===== src/rtl/eth_decap_if.sv =====
// AXI-Stream beat bundle between the 10G MAC RX side and the decapsulator.
interface eth_decap_if;
  logic        tvalid;
  logic        tready;
  logic [63:0] tdata;
  logic [7:0]  tkeep;
  logic        tlast;
  logic        tuser;

  modport master (output tvalid, tdata, tkeep, tlast, tuser, input tready);
  modport slave  (input tvalid, tdata, tkeep, tlast, tuser, output tready);
endinterface


===== src/rtl/eth_decap.sv =====
// Eth+IPv4+UDP+TCAP receive decapsulator: checks the 6-beat header, strips it,
// writes the TLP beats to the replay FIFO. ETH_DECAP_IPCHECK_EN adds the IPv4 checksum check.
module eth_decap #(
  parameter logic [47:0] eth_addr  = 48'h00_11_22_33_44_55,
  parameter logic [15:0] udp_dport = 16'h3776,
  parameter int          hdr_beats = 6
) (
  input  logic          clk156,
  input  logic          sys_rst_n,
  eth_decap_if.slave    s_axis,
  output logic          wr_en,
  output logic [73:0]   din,
  input  logic          full,
  output logic [39:0]   ts_out,
  output logic          ts_valid,
  output logic [31:0]   stat_rx_frames,
  output logic [31:0]   stat_drop_frames
);
  typedef enum logic [1:0] {S_IDLE, S_HDR, S_DATA, S_DROP} state_t;

  state_t          state, state_nxt;
  logic [2:0]      beat_cnt;
  logic            drop_flag, quiet;
  logic [7:0][7:0] b;
  logic [47:0]     dst;
  logic            xfer, last_hdr, fld_bad, hdr_bad;

  assign b        = s_axis.tdata;
  assign dst      = {b[0], b[1], b[2], b[3], b[4], b[5]};
  assign xfer     = s_axis.tvalid && s_axis.tready;
  assign last_hdr = beat_cnt == 3'(hdr_beats - 1);

`ifdef ETH_DECAP_IPCHECK_EN
  logic [19:0] csum_acc, csum_nxt;
  logic [16:0] csum_fold;
  logic        csum_bad;

  // IP header bytes 14..33 as big-endian 16-bit words
  always_comb begin
    csum_nxt = csum_acc;
    case (beat_cnt)
      3'd0:       csum_nxt = '0;
      3'd1:       csum_nxt = csum_acc + 20'({b[6], b[7]});
      3'd2, 3'd3: csum_nxt = csum_acc + 20'({b[0], b[1]}) + 20'({b[2], b[3]})
                                      + 20'({b[4], b[5]}) + 20'({b[6], b[7]});
      3'd4:       csum_nxt = csum_acc + 20'({b[0], b[1]});
      default:    csum_nxt = csum_acc;
    endcase
  end

  assign csum_fold = 17'(csum_nxt[15:0]) + 17'(csum_nxt[19:16]);
  assign csum_bad  = csum_fold != 17'h0_FFFF;

  always_ff @(posedge clk156 or negedge sys_rst_n)
    if (!sys_rst_n)                    csum_acc <= '0;
    else if (state == S_HDR && xfer)   csum_acc <= csum_nxt;
`endif

  always_comb begin
    fld_bad = 1'b0;
    case (beat_cnt)
      3'd0:    fld_bad = !(dst == eth_addr || dst == '1);
      3'd1:    fld_bad = {b[4], b[5]} != 16'h0800;
      3'd2:    fld_bad = b[7] != 8'h11;
`ifdef ETH_DECAP_IPCHECK_EN
      3'd4:    fld_bad = ({b[4], b[5]} != udp_dport) || csum_bad;
`else
      3'd4:    fld_bad = {b[4], b[5]} != udp_dport;
`endif
      default: fld_bad = 1'b0;
    endcase
  end
  assign hdr_bad = drop_flag || fld_bad;

  always_ff @(posedge clk156 or negedge sys_rst_n)
    if (!sys_rst_n) state <= S_IDLE;
    else            state <= state_nxt;

  // A beat taken in S_IDLE is the tail of a frame cut by reset
  always_comb begin
    state_nxt = state;
    case (state)
      S_IDLE:  state_nxt = (xfer && !s_axis.tlast) ? S_DROP : S_HDR;
      S_HDR:   if (xfer && !s_axis.tlast && last_hdr) state_nxt = hdr_bad ? S_DROP : S_DATA;
      S_DATA,
      S_DROP:  if (xfer && s_axis.tlast) state_nxt = S_HDR;
      default: state_nxt = S_IDLE;
    endcase
  end

  always_comb begin
    s_axis.tready = sys_rst_n && (state != S_DATA || !full);
    wr_en         = (state == S_DATA) && s_axis.tvalid && !full;
    din           = (state == S_DATA) ? {s_axis.tkeep, s_axis.tdata, s_axis.tlast, s_axis.tuser} : '0;
  end

  always_ff @(posedge clk156 or negedge sys_rst_n)
    if (!sys_rst_n) begin
      beat_cnt         <= '0;
      drop_flag        <= 1'b0;
      quiet            <= 1'b0;
      ts_out           <= '0;
      ts_valid         <= 1'b0;
      stat_rx_frames   <= '0;
      stat_drop_frames <= '0;
    end else begin
      ts_valid <= 1'b0;
      case (state)
        S_IDLE: quiet <= xfer && !s_axis.tlast;
        S_HDR: if (xfer) begin
          if (s_axis.tlast) begin
            beat_cnt         <= '0;
            drop_flag        <= 1'b0;
            stat_drop_frames <= stat_drop_frames + 32'd1;
          end else if (last_hdr) begin
            beat_cnt  <= '0;
            drop_flag <= 1'b0;
            if (!hdr_bad) begin
              ts_out   <= {b[3], b[4], b[5], b[6], b[7]};
              ts_valid <= 1'b1;
            end
          end else begin
            beat_cnt  <= beat_cnt + 3'd1;
            drop_flag <= hdr_bad;
          end
        end
        S_DATA: if (xfer && s_axis.tlast) stat_rx_frames <= stat_rx_frames + 32'd1;
        S_DROP: if (xfer && s_axis.tlast) begin
          if (!quiet) stat_drop_frames <= stat_drop_frames + 32'd1;
          quiet <= 1'b0;
        end
        default: ;
      endcase
    end
endmodule

===== src/flat_wrapper.sv =====
// flat-port wrapper written by rule: the top's interface ports become plain ports
module eth_decap_flat 
#(
  parameter logic [47:0] eth_addr  = 48'h00_11_22_33_44_55,
  parameter logic [15:0] udp_dport = 16'h3776,
  parameter int          hdr_beats = 6
)
  (clk156, sys_rst_n, wr_en, din, full, ts_out, ts_valid, stat_rx_frames, stat_drop_frames, s_axis_tvalid, s_axis_tdata, s_axis_tkeep, s_axis_tlast, s_axis_tuser, s_axis_tready);
  eth_decap_if s_axis_i ();
  input  logic clk156;
  input  logic sys_rst_n;
  output logic wr_en;
  output logic [73:0] din;
  input  logic full;
  output logic [39:0] ts_out;
  output logic ts_valid;
  output logic [31:0] stat_rx_frames;
  output logic [31:0] stat_drop_frames;
  input wire logic [$bits(s_axis_i.tvalid)-1:0] s_axis_tvalid;
  input wire logic [$bits(s_axis_i.tdata)-1:0] s_axis_tdata;
  input wire logic [$bits(s_axis_i.tkeep)-1:0] s_axis_tkeep;
  input wire logic [$bits(s_axis_i.tlast)-1:0] s_axis_tlast;
  input wire logic [$bits(s_axis_i.tuser)-1:0] s_axis_tuser;
  output wire logic [$bits(s_axis_i.tready)-1:0] s_axis_tready;
  assign s_axis_i.tvalid = s_axis_tvalid;
  assign s_axis_i.tdata = s_axis_tdata;
  assign s_axis_i.tkeep = s_axis_tkeep;
  assign s_axis_i.tlast = s_axis_tlast;
  assign s_axis_i.tuser = s_axis_tuser;
  assign s_axis_tready = s_axis_i.tready;
  eth_decap #(.eth_addr(eth_addr), .udp_dport(udp_dport), .hdr_beats(hdr_beats)) u_core (.clk156(clk156), .sys_rst_n(sys_rst_n), .s_axis(s_axis_i), .wr_en(wr_en), .din(din), .full(full), .ts_out(ts_out), .ts_valid(ts_valid), .stat_rx_frames(stat_rx_frames), .stat_drop_frames(stat_drop_frames));
endmodule

===== config.mk =====
export PLATFORM = sky130hd
export DESIGN_NAME = eth_decap_flat
export DESIGN_NICKNAME = d
export VERILOG_FILES = /design/src/rtl/eth_decap_if.sv /design/src/rtl/eth_decap.sv /design/src/flat_wrapper.sv
export SDC_FILE = /design/constraint.sdc
export NUM_CORES = 1
export LEC_CHECK = 0
export BUFFER_PORTS_ARGS = -buffer_cell sky130_fd_sc_hd__buf_2
export CAP_MARGIN = 20
export CORE_MARGIN = 8
export CORE_UTILIZATION = 51
export DETAILED_ROUTE_END_ITERATION = 8
export GPL_TIMING_DRIVEN = 0
export PLACE_DENSITY = 0.94
export RECOVER_POWER = 25
export SYNTH_ARGS = -nofsm -noshare
export SYNTH_HDL_FRONTEND = slang
export SYNTH_SLANG_ARGS = --single-unit

===== constraint.sdc =====
create_clock -name clk156 -period 5.8 [get_ports clk156]
set_clock_uncertainty 0.1 [all_clocks]
set_input_delay 1.74 -clock clk156 [delete_from_list [all_inputs] [get_ports clk156]]
set_output_delay 1.74 -clock clk156 [all_outputs]
set_load 0.02 [all_outputs]

==> results.txt <==
* Status: finished, final reports clean
* TritonCTS clock tree: yes
- Maximum vdd ir drop: ~0.16 mV
- Power Total: 1.58 mW
* Seq pwr share: 54.1%
* Final-layout worst hold slack: between 300 and 400 ps
- Clock tree synthesis inserted a total of 9 buffers.
- Global route total overflow: 0
* Start-to-end type of the worst setup path: in -> out
* Routed wirelength normalized by instance count: ~18 um
- The routed layout has just under 5,000 vias.
- The most critical setup path has its startpoint at sys_rst_n.
- Across all setup checks in the final design, the least slack found is just over 700 ps.
* Vias in the first global route: slightly above 5,000
- The min-delay analysis places its worst path in the category reg -> reg.
- For this run, the number of Yosys warnings is 0.
- Counting flops and latches in the post-synthesis netlist gives ~110.
* Tot GR Track Use: 23.0%
- No sink is reached through more buffers than the 2 on the longest clock path.
- Sort of element at the start of the critical path: input pin
- In this run the remaining antenna-violating nets after routing total 0.
* Detail-routed via count per cell: roughly 5.4
* Number of library cell types mapped by synthesis: 45
- Max-cap violations in this run came to 0.
* Post-CTS setup buffer count: 0
* R2r endpoint: u_core.ts_out[19]
- Starting Density: between 50% and 60%
- Timing would allow up to between 0.15 and 0.2 GHz.
* Worst Setup Slack post-DPL: around 680 ps
* DIE AREA: around 14,000 sq um
- Per report_power, the combinational group accounts for between 10% and 20% of the total.
* Final Util: 67.7%
* Critical path data arrival time: around 3200 ps
- Largest cells by area after synthesis: dfrtp_1, and2_1, mux2_2, xnor2_1, nand4_1
* Power density relative to cell area: between 200 and 250 nW/um^2
* Clock transition at the registers of the reported paths: 100 ps
- Final GP Congestion: roughly 0.95
- Total detailed-routing wirelength: roughly 17,000 um
* Biggest fanout along the worst timing path: 67
* Pin count of the biggest net entering global routing: between 60 and 70
- Insertion delay of the later-clocked pin in the worst-skew pair: 360 ps
- The first global-routing pass estimated around 27,000 um of wire.
- Number of cells in the finished layout apart from fillers: 918
- Netlist area before placement: ~5500 sq um
- The count of endpoints failing hold in the final timing report is 0.
- FF-to-FF setup slack: roughly 3600 ps
* Die X: 120 um
* Most frequent standard cell in the layout excluding fill and tap cells: buf_2
- For this run, asynchronously set or reset flops after synthesis account for 100%.
- The synthesized design devotes to its leading area cell type approximately 51% of total area.
- Final instance area: 7240 sq um
- Cts-stage hold buffer count: 0
- The analysis attributes to cell leakage a power of around 4.1 nW.
* End of the critical path: s_axis_tready
* Reg-to-reg critical path startpoint: u_core.state[1]
- The final critical path takes up 87.5% of the cycle.
* Area added between synthesis and finish: 31.2%
- Once placement finished, the instance area stood at ~7000 sq um.
* Placement Rows: 38
- Core region area: around 11,000 sq um
- HPWL after DPL: roughly 14,000 um
* Layout net count: ~850
- Buffer cell driving the clock tree root: clkbuf_8
- After synthesis, the mean cell area works out to around 11 sq um.
- Synth Flop Type: dfrtp_1
* Setup TNS after final layout: 0 ps
- Largest area contributor in the netlist: dfrtp_1
- Post-layout minimum cycle time: approximately 5100 ps
- In this run the number of H-tree levels came out at 3.
- IO Pins: roughly 260
- The startpoint identified for the worst hold timing path is u_core.stat_drop_frames[31].
- Across the whole layout, storage elements account for 2800 sq um.
- Initial antenna violation count: 1
- In the routed design, unresolved DRC markers number 0.
- Worst r2r path cells: 6
- Measured along the y axis, the die boundary spans about 120 um.
- Setup repair after global routing left no endpoint under its margin.
- The top cell types in the final layout, fill and taps aside, are buf_2, dfrtp_1, and2_1, xnor2_1, mux2_2.
- CP Data Required Time: ~4000 ps
- In this run, the clock network consumes 32.6% of the power.
- Ratio of cells with drive above 1 in the final layout: between 40% and 50%
* Clock sinks: 112
* Share of synthesized area occupied by flip-flops and latches: just over 50%
- Gates resized during post-CTS repair numbered 0.
- The final count of pins violating max slew was 0.
- Number of enable flip-flop cells after synthesis: 0
- Area of the multi-input gates: ~2600 sq um
* Cell count after placement: around 900
* First-pass DRT Iterations: 5
- The layout has between 800 and 900 filler cells.
- The detailed router finished its first iteration with 429 violations.
- STA classifies the critical path endpoint as an output pin.
* Mapped Nets: 582
* Gate count of the mapped netlist: around 500
- Of the total power, the share spent switching nets is about a quarter.
* Number of buffers inserted by port buffering: 258
- Cell internal power was estimated by the tool at ~1.2 mW.
- Measured against its own limit, the worst slew margin works out to 42.6%.
- For the pin with the worst max-slew slack, the measured transition is ~860 ps.
* Net switching power: between 0.4 and 0.5 mW
- Number of setup violations in the final report: 0
==> power groups by stage <==
stage               clock network (mW)  logic [mW]  registers [mW]
floorplan                            0      0.0688           0.899
global route                     0.557       0.228           0.860
global placement                     0       0.204           0.867
CTS                              0.527       0.212           0.854
detailed placement                   0       0.212           0.869
finish                           0.514       0.211           0.855
==> per-layer routing <==
layer | part of all wire [%] | track usage, % | routed length (um)
met1 | 39 | 27.0 | 6560
met2 | 51 | 39.5 | 8680
met3 | 8.4 | 7.28 | 1420
met4 | 1.7 | 6.71 | 284
met5 | 0 | 0 | 0
==> synth_stat cells (3+ instances only) <==
cell,instances
dfrtp_1,112
and2_1,81
xnor2_1,44
mux2_2,43
nand2_1,30
nand4_1,30
nand3_1,22
nor2_1,20
xor2_1,19
and3_1,18
clkbuf_1,9
nor4_1,8
and4_1,6
buf_4,5
inv_1,5
nor3_1,4
nand2b_1,3
nor2b_1,3
nor3_2,3
nor4b_1,3
==> layout make-up <==
cell class	instances	area share (%)
inverter	5	0.259
multi-input combinational	366	35.9
antenna	1	0.0346
buffer	19	1.40
timing repair buffer	259	18.3
sequential	112	38.7
clock buffer	12	2.00
clock inverter	4	1.05
tap	140	2.42
==> sequential cells by signal, summed over array words and instances (netlist names) <==
register / flops
u_core.state: 2
u_core.beat_cnt: 3
u_core.quiet: 1
u_core.drop_flag: 1
u_core.ts_valid: 1
u_core.ts_out: 40
u_core.stat_rx_frames: 32
u_core.stat_drop_frames: 32
==> cell families (layout without fill, tap and decap cells) <==
| kind of cell | Yosys count | in the layout | synth area share (%) |
|---|---|---|---|
| adder cells (fa/ha/maj) | 2 | 2 | 0.453 |
| AO/OA/AOI/OAI | 17 | 17 | 2.34 |
| XOR/XNOR | 63 | 63 | 10.0 |
| flip-flops | 112 | 112 | 50.8 |
| buffers and inverters | 24 | 299 | 2.18 |
| other | 0 | 1 | 0 |
| AND/OR/NAND/NOR | 241 | 241 | 25.5 |
| multiplexers | 43 | 43 | 8.77 |
==> worst max-delay path, cell delays in order <==
cell and delay [ps]:
buf_4 650, buf_16 320, a21boi_0 260, buf_2 210
==> how the worst min path moves through the flow <==
| stage | slack [ps] | end | cells after the start |
|---|---|---|---|
| after floorplan | 410 | u_core.beat_cnt[1] | 1 |
| after CTS | 380 | u_core.stat_drop_frames[31] | 1 |
| after global placement | 350 | u_core.stat_rx_frames[31] | 1 |
| after global routing | 390 | u_core.stat_drop_frames[31] | 1 |
| after detailed placement | 360 | u_core.stat_drop_frames[31] | 1 |
| final | 370 | u_core.stat_drop_frames[31] | 1 |
No activity file was read; power rests on OpenSTA's default activity.
